==> src/rtl/alu_pkg.sv <==
// Shared types for the pipelined add/sub/compare unit.
package alu_pkg;

    localparam int OP_W = 2;

    typedef enum logic [OP_W-1:0] {
        OP_ADD  = 2'b00,
        OP_SUB  = 2'b01,
        OP_SLT  = 2'b10,
        OP_SLTU = 2'b11
    } addsub_op_e;

    typedef struct packed {
        logic n;
        logic z;
        logic c;
        logic v;
    } addsub_flags_t;

    // Every mode except ADD computes a - b.
    function automatic logic is_sub(input addsub_op_e op);
        return op != OP_ADD;
    endfunction

endpackage

==> src/rtl/addsub_seg.sv <==
// One carry segment of the add/sub datapath: purely combinational.
module addsub_seg
    import alu_pkg::*;
#(
    parameter int SEG = 16
) (
    input  logic [SEG-1:0] a_seg,
    input  logic [SEG-1:0] b_seg,
    input  logic           cin,
    output logic [SEG-1:0] sum_seg,
    output logic           cout,
    output logic           c_msb
);

    // Segment sum with carry out; the carry into the MSB is recovered from the MSB sum bit.
    always_comb begin
        {cout, sum_seg} = {1'b0, a_seg} + {1'b0, b_seg} + {{SEG{1'b0}}, cin};
        c_msb           = sum_seg[SEG-1] ^ a_seg[SEG-1] ^ b_seg[SEG-1];
    end

endmodule

==> src/rtl/addsub_pipe.sv <==
// Pipelined add/sub/compare unit: STAGES registered carry segments, valid/ready on both sides.
module addsub_pipe
    import alu_pkg::*;
#(
    parameter int WIDTH  = 32,
    parameter int STAGES = 2
) (
    input  logic             clk,
    input  logic             rst,
    input  logic             in_valid,
    output logic             in_ready,
    input  logic [WIDTH-1:0] a,
    input  logic [WIDTH-1:0] b,
    input  addsub_op_e       op,
    output logic             out_valid,
    input  logic             out_ready,
    output logic [WIDTH-1:0] result,
    output addsub_flags_t    flags
);

    localparam int SEG = WIDTH / STAGES;

    // One pipeline slot: operands travel along so later stages can add their segment.
    typedef struct packed {
        logic             vld;
        addsub_op_e       op;
        logic [WIDTH-1:0] a;
        logic [WIDTH-1:0] b;     // already inverted for subtract
        logic [WIDTH-1:0] sum;   // bits below the current segment are final
        logic             carry; // carry into the next segment
        logic             c_msb; // carry into the MSB, valid once the last segment is added
    } stage_t;

    stage_t         src     [STAGES];
    stage_t         st_d    [STAGES];
    stage_t         st_q    [STAGES];
    logic [SEG-1:0] seg_sum [STAGES];
    logic           seg_cout[STAGES];
    logic           seg_cmsb[STAGES];
    logic           advance;
    addsub_flags_t  s_flags;

    // The whole pipeline moves only when the output slot is empty or being drained.
    assign advance  = !out_valid || out_ready;
    assign in_ready = advance;

    // Stage inputs: stage 0 takes the port beat, every later stage takes its predecessor.
    always_comb begin
        src[0].vld   = in_valid;
        src[0].op    = op;
        src[0].a     = a;
        src[0].b     = is_sub(op) ? ~b : b;
        src[0].sum   = '0;
        src[0].carry = is_sub(op);
        src[0].c_msb = 1'b0;
        for (int k = 1; k < STAGES; k++) begin
            src[k] = st_q[k-1];
        end
    end

    for (genvar k = 0; k < STAGES; k++) begin : g_seg
        addsub_seg #(.SEG(SEG)) u_seg (
            .a_seg  (src[k].a[k*SEG +: SEG]),
            .b_seg  (src[k].b[k*SEG +: SEG]),
            .cin    (src[k].carry),
            .sum_seg(seg_sum[k]),
            .cout   (seg_cout[k]),
            .c_msb  (seg_cmsb[k])
        );
    end

    // Next slot contents: shift in the freshly added segment, or hold everything on stall.
    always_comb begin
        for (int k = 0; k < STAGES; k++) begin
            // NOTE: hold value assigned first so every path drives st_d and no latch is inferred.
            st_d[k] = st_q[k];
            if (advance) begin
                st_d[k]                    = src[k];
                st_d[k].sum[k*SEG +: SEG]  = seg_sum[k];
                st_d[k].carry              = seg_cout[k];
                if (k == STAGES - 1) begin
                    st_d[k].c_msb = seg_cmsb[k];
                end
            end
        end
    end

    // Stage registers; reset drops every in-flight beat.
    always_ff @(posedge clk or posedge rst) begin
        if (rst) begin
            // NOTE: the datapath is cleared along with the valid bits so an idle unit reads all-zero.
            for (int k = 0; k < STAGES; k++) begin
                st_q[k] <= '0;
            end
        end else begin
            for (int k = 0; k < STAGES; k++) begin
                st_q[k] <= st_d[k];
            end
        end
    end

    // Last slot holds the full sum: derive flags, select the mode result, zero while empty.
    always_comb begin
        s_flags.n = st_q[STAGES-1].sum[WIDTH-1];
        s_flags.z = (st_q[STAGES-1].sum == '0);
        s_flags.c = st_q[STAGES-1].carry;
        s_flags.v = st_q[STAGES-1].carry ^ st_q[STAGES-1].c_msb;
        out_valid = st_q[STAGES-1].vld;
        result    = st_q[STAGES-1].sum;
        case (st_q[STAGES-1].op)
            OP_SLT:  result = {{(WIDTH-1){1'b0}}, s_flags.n ^ s_flags.v};
            OP_SLTU: result = {{(WIDTH-1){1'b0}}, ~s_flags.c};
            default: ;
        endcase
        flags = s_flags;
        if (!out_valid) begin
            result = '0;
            flags  = '0;
        end
    end

endmodule

==> config.mk <==
export PLATFORM = sky130hd
export DESIGN_NAME = addsub_pipe
export DESIGN_NICKNAME = d
export VERILOG_FILES = /design/src/rtl/alu_pkg.sv /design/src/rtl/addsub_seg.sv /design/src/rtl/addsub_pipe.sv
export SDC_FILE = /design/constraint.sdc
export NUM_CORES = 1
export LEC_CHECK = 0
export ABC_AREA = 1
export BUFFER_PORTS_ARGS = -buffer_cell sky130_fd_sc_hd__buf_4
export CORE_ASPECT_RATIO = 0.6
export CORE_UTILIZATION = 51
export DETAILED_ROUTE_END_ITERATION = 10
export PLACE_DENSITY = 0.77
export REMOVE_ABC_BUFFERS = 1
export SYNTH_ARGS = -nofsm -noshare
export SYNTH_HDL_FRONTEND = slang
export SYNTH_HIERARCHICAL = 1
export SYNTH_SLANG_ARGS = --single-unit
export TNS_END_PERCENT = 1
==> constraint.sdc <==
create_clock -name clk -period 2.8 [get_ports clk]
set_clock_uncertainty 0.05 [all_clocks]
set_input_delay 0.56 -clock clk [delete_from_list [all_inputs] [get_ports clk]]
set_output_delay 0.56 -clock clk [all_outputs]
set_load 0.02 [all_outputs]
======== Word level (Yosys, flattened, before mapping) ========
Cells that the tools add are included.
word-level totals
  flip-flop bits (word level) ............. 121
  input bits .............................. 70
  output and inout port bits .............. 38
  logic and storage cells ................. 31
operators by class
  $add $sub $neg .......................... 4
  equal/unequal tests ..................... 2
  muxes and demuxes ....................... 4
  bitwise logic cells ..................... 6
  reductions and logical operators ........ 4
operators with widths
  operator                              number
  two-way mux 32 bit                    2
  one-hot mux 32 bit (2 select lines)   1
  adder 16 x 16 -> 17 bit               2
  adder 17 x 1 -> 17 bit                2
  zero test 32 bit                      1
  inverter 32 bit                       1
  == test 2 bit, second input constant  2
  two-way mux 4 bit                     1
  XOR 1 bit                             4
  nonzero test 2 bit                    1
  zero test 1 bit                       1
  logical OR 1 bit                      1
  inverter 1 bit                        1

======== Depth between registers and ports, before layout ========
Gate-level depths: netlist of run 1.
  word-level depth ........................ 4
  gate-level depth with buffers ........... 14
  depth with buffers taken out ............ 13

======== By module ========
Netlist of run 1, hierarchy kept.
modules (own cells, without submodules)
  module                       instances  cells each  area each (um^2)  sequential area each (um^2)
  addsub_pipe                  1          477         4,250.3           2,227.1
  addsub_seg (g_seg[0].u_seg)  1          148         877.1             0.0
  addsub_seg (g_seg[1].u_seg)  1          138         858.3             0.0

======== Worst setup path before layout of run 1 ========
OpenSTA, ideal clock, no wires.
  path kind ............................... input-to-reg
  start ................................... input port op[0]
  end ..................................... register st_q (netlist bit src[14])
  setup time .............................. 0.130 ns
  arrival time ............................ 2.677 ns
  required time ........................... 2.620 ns
  slack ................................... -0.058 ns
  stages .................................. 13
  path buffers ............................ 1
  cells stage by stage .................... nor2_2 -> buf_2 -> xnor2_1 -> fa_1 -> fa_1 -> nand2_1 -> nand2_1 -> and2_4 -> nand3_1 -> nand3_1 -> xor2_1 -> nand2_1 -> o21ai_1
RTL lines
  item                             RTL line           source
  from (decl)                      addsub_pipe.sv:14  input addsub_op_e op,
  to (signal, indexed assignment)  addsub_pipe.sv:97  st_q[k] <= st_d[k];
  to (decl)                        addsub_pipe.sv:36  stage_t st_q [STAGES];

======== Worst setup path in the final report of run 1 ========
  start ................................... register st_q (netlist bit out_valid)
  end ..................................... output port result[21]
between the ends
  longest elaborated chain between the ends .. 1
ends and longest elaborated chain
  item                RTL line            source
  two-way mux 32 bit  addsub_pipe.sv:116  if (!out_valid) begin
  to (decl)           addsub_pipe.sv:17   output logic [WIDTH-1:0] result,
Every way passes these cells.

==> metrics.txt, run 1 <==
status=complete, no violations; FP Rows=30; die area=0.0121 mm2; WP data required=2.19 ns; initial antenna violation count=0; Worst Hold Class=in -> async; multi-input logic area=0.00307 mm2; ant diodes=0; Startpoint Class=flop; fin crit share=99.1%; vias in the first global route=4,528; average wire per standard cell=13.0 um; WS Path Type=reg -> out; dpl hpwl=10,000 um; FF/Latch Area=0.00223 mm2; vias=roughly 5,000; Slew HR=27.7%; CTS Hold Bufs=0; Clock Sinks=89; # Max-Cap Violations=0; Worst EP arrival=2.16 ns; DR pass1 iterations=5; final RePlAce weighted congestion=about 0.9; CTS Buf Count=9; minimum clock period=2.77 ns; crit path capture type=primary output; yosys warns=6; mapped cell area=0.00595 mm2; Min Hold Slack=0.261 ns; area growth from synthesis to layout=19.1%; worst reg-to-reg path cell count=11; commonest non-fill, non-tap cell in the layout=nand2_1; leakage power=3.70 nW; fin. max-slew vios=0; mean area per synthesized cell=slightly below 8 um2; antenna-violating nets left=0; final count of hold timing violations=0; Skew-Pair Late Insertion Delay=0.34 ns; fmax=0.360 GHz; design area=slightly above 0.007 mm2; GRT Util Overall=about a quarter; H-tree levels=3; Gate Count Post-Synth=756; most frequent cells in the layout=nand2_1, buf_4, inv_1, dfrtp_1, nor2_1; vias per inst=4.92; Peak VDD IR=0.339 mV; Clock Path Buffers=2; pin count of the biggest net entering global routing=90; Worst Max-Slew Pin Slew=between 1 and 1.5 ns; number of I/O port buffers=107; die width=141 um; Reg clk slew, reported paths=0.06 ns; post-CTS setup buffer count=0; RSZ-0062 raised after global routing=yes; DRT iter0 DRCs=395; crit-path max FO=31; chip height=85.7 um; effective utilization at floorplan=a little over half; PnR worst setup slack=0.0251 ns; Power per Cell Area=between 700 and 800 mW/mm2; core area=approximately 0.011 mm2; num ports=108; nets@finish=959; GRT overflow=0; drt total wl=13,300 um; ratio of cells with drive above 1 in the final layout=22.3%; total power=5.48 mW; DR DRC count=0; fill cell count=approximately 1,100; global-route wire length before repair=22,100 um; R2R Path Start=src[82]; root buf cell=clkbuf_16; CTS resizes=0; CTS tree=built; Placed Area=0.00679 mm2; pre-CTS WS=around 0.024 ns; # setup viols final=0; R2R Setup Slk=0.50 ns; RR Endpoint=s_flags[1]
## layer usage
layer | vias up | track usage [%] | wire (um) | share of wire [%]
met4 | 0 | 6.65 | 211 | 1.6
met3 | 20 | 4.69 | 920 | 6.9
met2 | 177 | 31.3 | 5020 | 38
met1 | 2260 | 37.6 | 7140 | 54
li1 | 2563 | - | - | -
met5 | - | 0 | 0 | 0
## how the worst max path moves through the flow
| stage | from | to | slack, ns | cells after the start |
|---|---|---|---|---|
| final | out_valid | result[21] | 0.03 | 5 |
| after global routing | out_valid | result[21] | -0.09 | 5 |
| after CTS | out_valid | result[21] | 0.04 | 5 |
| after detailed placement | op[0] | src[14] | 0.02 | 13 |
| after global placement | op[0] | src[14] | 0.09 | 13 |
| after floorplan | out_valid | in_ready | -1.84 | 2 |
## power breakdown
part           switching, mW  total, mW  internal [mW]
registers              0.209       1.86           1.65
clock network          0.509       1.23          0.719
logic                   1.46       2.39          0.934
total                   2.18       5.48           3.30
## worst max-delay path, cell delays in order (launching register included)
cell and delay [ns]:
dfrtp_1 0.41, inv_2 0.11, nor2_1 0.06, inv_1 0.78
nor2_1 0.22, buf_4 0.24
## area by class of cell
| class | instances | area share, % |
|---|---|---|
| flip-flops and latches | 89 | 31.4 |
| well taps | 160 | 2.82 |
| clock inverters | 6 | 0.918 |
| inverters | 107 | 5.68 |
| repair buffers | 114 | 12.4 |
| clock buffers | 10 | 3.37 |
| multi-input cells | 534 | 43.4 |
## flip-flops by register name, indices dropped and copies added (netlist names)
| register | cells |
|---|---|
| out_valid | 1 |
| s_flags | 2 |
| st_q | 34 |
| src | 52 |
## metrics by stage
stage | TNS, ns | utilization [%] | instances
2_1_floorplan | -163.76 | - | 730
3_3_place_gp | 0 | 59.9 | 1004
3_5_place_dp | 0 | 59.9 | 1004
4_1_cts | 0 | 62.5 | 1020
5_1_grt | -0.319 | 62.5 | 1020
6_report | 0 | 62.5 | 1020
Power figures use the tool's default switching activity.
==> run 2, diff against run 1 <==
Clock period 2.8 ns to 2.3 ns, I/O delays scaled along.
==> run 2 against run 1 <==
Via count up 2.7%. First-iteration DRC count down 20%. Flip-flop and latch count is the same. Combinational power up 27%. Worst hold slack got worse by 0.18 ns. Non-clock buffer count is 33 higher. Global-route usage up 0.71 points. Critical path type is now in -> reg.
==> metrics.txt, run 2 (same netlist as run 1, synthesis figures left out) <==
Placed Area=0.00701 mm2 (was 0.00679 mm2); Power per Cell Area=908 mW/mm2 (was 773 mW/mm2); vias per inst=4.89 (was 4.92); crit-path max FO=24 (was 31); Clock Sinks=89 (unchanged); nets@finish=992 (was 959); die width=141 um (unchanged); Worst path max stage delay=0.28 ns (was 0.78 ns); core area=0.0113 mm2 (unchanged); vias=5,154 (was 5,020); met1 global-route usage=39.0% (was 37.6%); fmax=roughly 0.45 GHz; DRT iter0 DRCs=316 (was 395); total power=6.69 mW (was 5.48 mW); CTS Buf Count=9 (unchanged); Crit-path slowest cell=ha_1 (was inv_1); number of I/O port buffers=107 (unchanged); Skew-Pair Late Insertion Delay=0.34 ns (about the same); met3 Use GR=4.69% (unchanged); Worst Max-Slew Pin Slew=0.491 ns (was 1.08 ns); Worst Hold Class=in -> async (unchanged); leakage power=3.86 nW (was 3.70 nW); num ports=108 (unchanged); Worst EP arrival=2.40 ns (was 2.16 ns); average wire per standard cell=13.0 um (about the same); initial antenna violation count=0 (unchanged); GRT overflow=0 (unchanged); FP Rows=30 (unchanged); DR DRC count=0 (unchanged); Peak VDD IR=0.449 mV (was 0.339 mV); WS Path Type=in -> reg (was reg -> out); Top delay family on crit path=compound AO/OA/AOI/OAI gates (was buffers and inverters); dpl hpwl=10,700 um (was 10,000 um); ant diodes=0 (unchanged); Min Hold Slack=0.0856 ns (was 0.261 ns); worst reg-to-reg path cell count=11 (unchanged); pin count of the biggest net entering global routing=60 (was 90); RSZ-0062 raised after global routing=yes (unchanged); CTS tree=built (unchanged); status=complete, no violations (unchanged); fin crit share=approximately 97%; DR pass1 iterations=5 (unchanged); die area=0.0121 mm2 (unchanged); area growth from synthesis to layout=23.8% (was 19.1%); vias in the first global route=4,582 (was 4,528); final RePlAce weighted congestion=0.907 (was 0.917); most frequent cells in the layout=nand2_1, buf_4, inv_1, dfrtp_1, nor2_1 (unchanged); commonest non-fill, non-tap cell in the layout=nand2_1 (unchanged); WP buf/inv=2 (was 3); Startpoint Class=primary input (was flop); ratio of cells with drive above 1 in the final layout=26.5% (was 22.3%); chip height=85.7 um (unchanged); CP Depth=12 (was 5); CP cell instances=buf_4 > nor2_4 > buf_12 > xnor2_1 > ha_1 > a21oi_1 > o21ai_0 > a21oi_1 > a21o_1 > nand2_1 > nand2_1 > o21ai_1 (was inv_2 > nor2_1 > inv_1 > nor2_1 > buf_4); global-route wire length before repair=22,800 um (was 22,100 um); effective utilization at floorplan=52.5% (unchanged); Slew HR=67.2% (was 27.7%); GRT Util Overall=24.2% (was 23.5%); WP data required=2.47 ns (was 2.19 ns); design area=0.00737 mm2 (was 0.00709 mm2); post-layout util=65.0% (was 62.5%); crit path capture type=flop (was primary output); drt total wl=13,700 um (was 13,300 um); minimum clock period=2.22 ns; final count of hold timing violations=0 (unchanged); Clock Path Buffers=2 (unchanged); fin. max-slew vios=0 (unchanged); H-tree levels=3 (unchanged); root buf cell=clkbuf_16 (unchanged); Reg clk slew, reported paths=0.06 ns (about the same); # Max-Cap Violations=0 (unchanged); antenna-violating nets left=0 (unchanged); global routing usage on met2=32.5% (was 31.3%); max reg flops=52 (unchanged); GRT busiest layer=met1 (unchanged); # setup viols final=0 (unchanged)
==> run 2: final cells by class <==
cell class                      instances  area (um2)
Clock buffer                           10         239
Sequential cell                        89        2230
Timing Repair Buffer                  147        1130
Clock inverter                          6        42.5
Inverter                              107         403
Multi-Input combinational cell        534        3130
Tap cell                              160         200
Fill cell                            1021        3970
==> run 2: through the flow <==
| stage | TNS (ns) | instances | setup WS (ns) |
|---|---|---|---|
| 2_1_floorplan | -244.26 | 730 | -2.28 |
| 3_3_place_gp | -4.20 | 1035 | -0.364 |
| 3_5_place_dp | -4.86 | 1035 | -0.429 |
| 4_1_cts | 0 | 1052 | 0.0177 |
| 5_1_grt | -0.194 | 1053 | -0.0499 |
| 6_report | 0 | 1053 | 0.0775 |
==> run 2: worst paths after layout <==
path | slack [ns] | to | from
max | 0.08 | src[16] | op[0]
max reg2reg | 0.13 | s_flags[1] | src[82]
max in group asynchronous | 1.45 | st_q[28] | rst
min | 0.09 | st_q[31] | rst
min reg2reg | 0.42 | out_valid | src[100]
min in group clk | 0.28 | src[95] | a[29]
==> run 2: what timing repair did <==
action | 4_1_cts | 5_1_grt
setup endpoints to repair | 8 | 17
pin swaps | 1 | 2
hold buffers | 0 | 0
resized for setup | 2 | 14
buffers inserted | 1 | 1
==> run 2: power by group <==
part / internal [mW] / total (mW) / switching (mW)
registers: 2.01 / 2.26 / 0.257
clock network: 0.763 / 1.39 / 0.623
logic: 1.24 / 3.04 / 1.80
total: 4.01 / 6.69 / 2.68
==> run 2: worst register-to-register path: stages, from the launching register on <==
cell and delay (ns):
dfrtp_1 0.41, fa_2 0.41, fa_2 0.36, nand2_1 0.08, nand2_1 0.08, and2_4 0.16
nand3_1 0.08, nand3_2 0.11, nand2_1 0.12, o21bai_2 0.07, nand2_1 0.07, o21ai_1 0.06
==> run 2: layer usage <==
metal  vias up  routed length [um]
met5         -                   0
met4         0                 124
met3        16                 933
met2       180                5280
met1      2315                7390
li1       2643                   -
==> run 3, diff against run 2 <==
Settings changed: RECOVER_POWER from default to 50.
==> run 3 against run 2 <==
Clock-buffer cell count stayed put. Power hardly changed. Setup slack better by 0.0023 ns. Core utilization is 0.12 points lower. Cell count stayed put. Fmax is 0.11% higher.
==> metrics.txt, run 3 (same netlist as run 1, synthesis figures left out) <==
Top delay family on crit path=compound AO/OA/AOI/OAI gates (unchanged); most frequent cells in the layout=nand2_1, buf_4, inv_1, dfrtp_1, nor2_1 (unchanged); DR pass1 iterations=6 (was 5); GRT busiest layer=met1 (unchanged); core area=0.0113 mm2 (unchanged); dpl cells=1,035 (unchanged); num ports=108 (unchanged); vias per inst=4.90 (was 4.89); global-route wire length before repair=22,800 um (unchanged); ant diodes=0 (unchanged); CTS tree=built (unchanged); Worst Hold Class=in -> reg (was in -> async); initial antenna violation count=0 (unchanged); met3 Use GR=4.69% (unchanged); die width=141 um (unchanged); final RePlAce weighted congestion=0.907 (unchanged); drt total wl=13,700 um (about the same); ratio of cells with drive above 1 in the final layout=26.2% (was 26.5%); RSZ-0062 raised after global routing=yes (unchanged); antenna-violating nets left=0 (unchanged); crit path capture type=flop (unchanged); Clock Path Buffers=2 (unchanged); # setup viols final=0 (unchanged); vias=5,157 (was 5,154); commonest non-fill, non-tap cell in the layout=nand2_1 (unchanged); H-tree levels=3 (unchanged); max reg flops=52 (unchanged); pin count of the biggest net entering global routing=60 (unchanged); fmax=0.450 GHz (about the same); DR DRC count=0 (unchanged); vias in the first global route=4,582 (unchanged); GRT Util Overall=24.2% (unchanged); number of I/O port buffers=107 (unchanged); DRT iter0 DRCs=325 (was 316); WP buf/inv=2 (unchanged); die area=0.0121 mm2 (unchanged); Skew-Pair Late Insertion Delay=0.34 ns (about the same); Worst Max-Slew Pin Slew=1.24 ns (was 0.491 ns); FP Rows=30 (unchanged); leakage power=3.84 nW (was 3.86 nW); Peak VDD IR=0.449 mV (about the same); fin crit share=96.5% (was 96.6%); Clock Sinks=89 (unchanged); design area=0.00736 mm2 (was 0.00737 mm2); Reg clk slew, reported paths=0.07 ns (was 0.06 ns); WS Path Type=in -> reg (unchanged); global routing usage on met2=32.5% (unchanged); final count of hold timing violations=0 (unchanged); fin. max-slew vios=0 (unchanged); dpl hpwl=10,700 um (unchanged); area growth from synthesis to layout=23.6% (was 23.8%); CP cell instances=buf_4 > nor2_4 > buf_12 > xnor2_1 > ha_1 > a21oi_1 > o21ai_0 > a21oi_1 > a21o_1 > nand2_1 > nand2_1 > o21ai_1 (unchanged); crit-path max FO=24 (unchanged); minimum clock period=2.22 ns (about the same); Placed Area=0.00701 mm2 (unchanged); Startpoint Class=primary input (unchanged); effective utilization at floorplan=52.5% (unchanged); chip height=85.7 um (unchanged); Crit-path slowest cell=ha_1 (unchanged); GRT overflow=0 (unchanged); Worst EP arrival=2.39 ns (was 2.40 ns); # Max-Cap Violations=0 (unchanged); Power per Cell Area=910 mW/mm2 (was 908 mW/mm2); nets@finish=992 (unchanged); root buf cell=clkbuf_16 (unchanged); CTS Buf Count=9 (unchanged); met1 global-route usage=39.0% (unchanged); average wire per standard cell=13.0 um (about the same); Final Non-Filler Cells=1,053 (unchanged); Slew HR=16.7% (was 67.2%); Worst path max stage delay=0.28 ns (about the same); status=complete, no violations (unchanged); WP data required=2.47 ns (about the same)
[run 3: cell types whose count changed in the layout (fill, tap and decap cells not counted), sizes merged]
cell | before | now
clkinvlp | 2 | 3
clkinv | 4 | 3
clkbuf | 10 | 15
buf | 147 | 142
[run 3: cell type report]
class | instances | area (um2)
clock buffers | 10 | 239
clock inverters | 6 | 42.5
fillers | 1024 | 3980
inverters | 107 | 403
multi-input cells | 534 | 3130
flip-flops and latches | 89 | 2230
well taps | 160 | 200
repair buffers | 147 | 1110
[run 3: repair_timing]
item | CTS | global route
buffers inserted | 1 | 1
gates resized for setup | 2 | 14
endpoints found under the setup margin | 8 | 17
gates cloned | 0 | 0
hold buffers | 0 | 0
pin swaps | 1 | 2
[run 3: report_power, final]
part | total (mW) | switching (mW) | leakage, nW | internal (mW)
Clock | 1.39 | 0.625 | 0.135 | 0.763
Combinational | 3.04 | 1.81 | 2.64 | 1.23
Sequential | 2.26 | 0.256 | 1.06 | 2.01
Total | 6.69 | 2.69 | 3.84 | 4.00
[run 3: layer usage]
layer | wire (um) | vias up | share of wire (%)
met2 | 5290 | 170 | 39
li1 | - | 2637 | -
met3 | 869 | 12 | 6.3
met5 | 0 | - | 0
met4 | 109 | 0 | 0.79
met1 | 7460 | 2338 | 54
[run 3: worst reg2reg max path, delay by kind of cell (launching register included)]
kind,cells,cell delay (ns)
AO/OA/AOI/OAI,2,0.13
adder cells (fa/ha/maj),2,0.77
flip-flops,1,0.42
AND/OR/NAND/NOR,7,0.70
[run 3: through the flow]
stage                     hold WS, ns  setup TNS, ns  setup WS, ns  util (%)  power (mW)
after global routing            0.274         -0.194       -0.0499      64.9        7.21
after global placement          0.376          -4.20        -0.364      61.8        5.20
after detailed placement        0.414          -4.86        -0.429      61.8        5.26
after CTS                      0.0938              0        0.0177      64.4        6.68
final                           0.274              0        0.0799      64.9        6.69
after floorplan                 0.373        -244.26         -2.28         -        4.33
[run 3: final timing paths]
kind,slack [ns],cells past startpoint,from,to
setup / recovery,0.08,12,op[0],src[16]
hold / removal,0.27,3,a[29],src[95]
setup reg to reg,0.12,11,src[82],s_flags[1]
hold reg to reg,0.42,2,src[100],out_valid
max in group asynchronous,0.45,3,rst,src[10]
min in group asynchronous,0.34,2,rst,st_q[99]
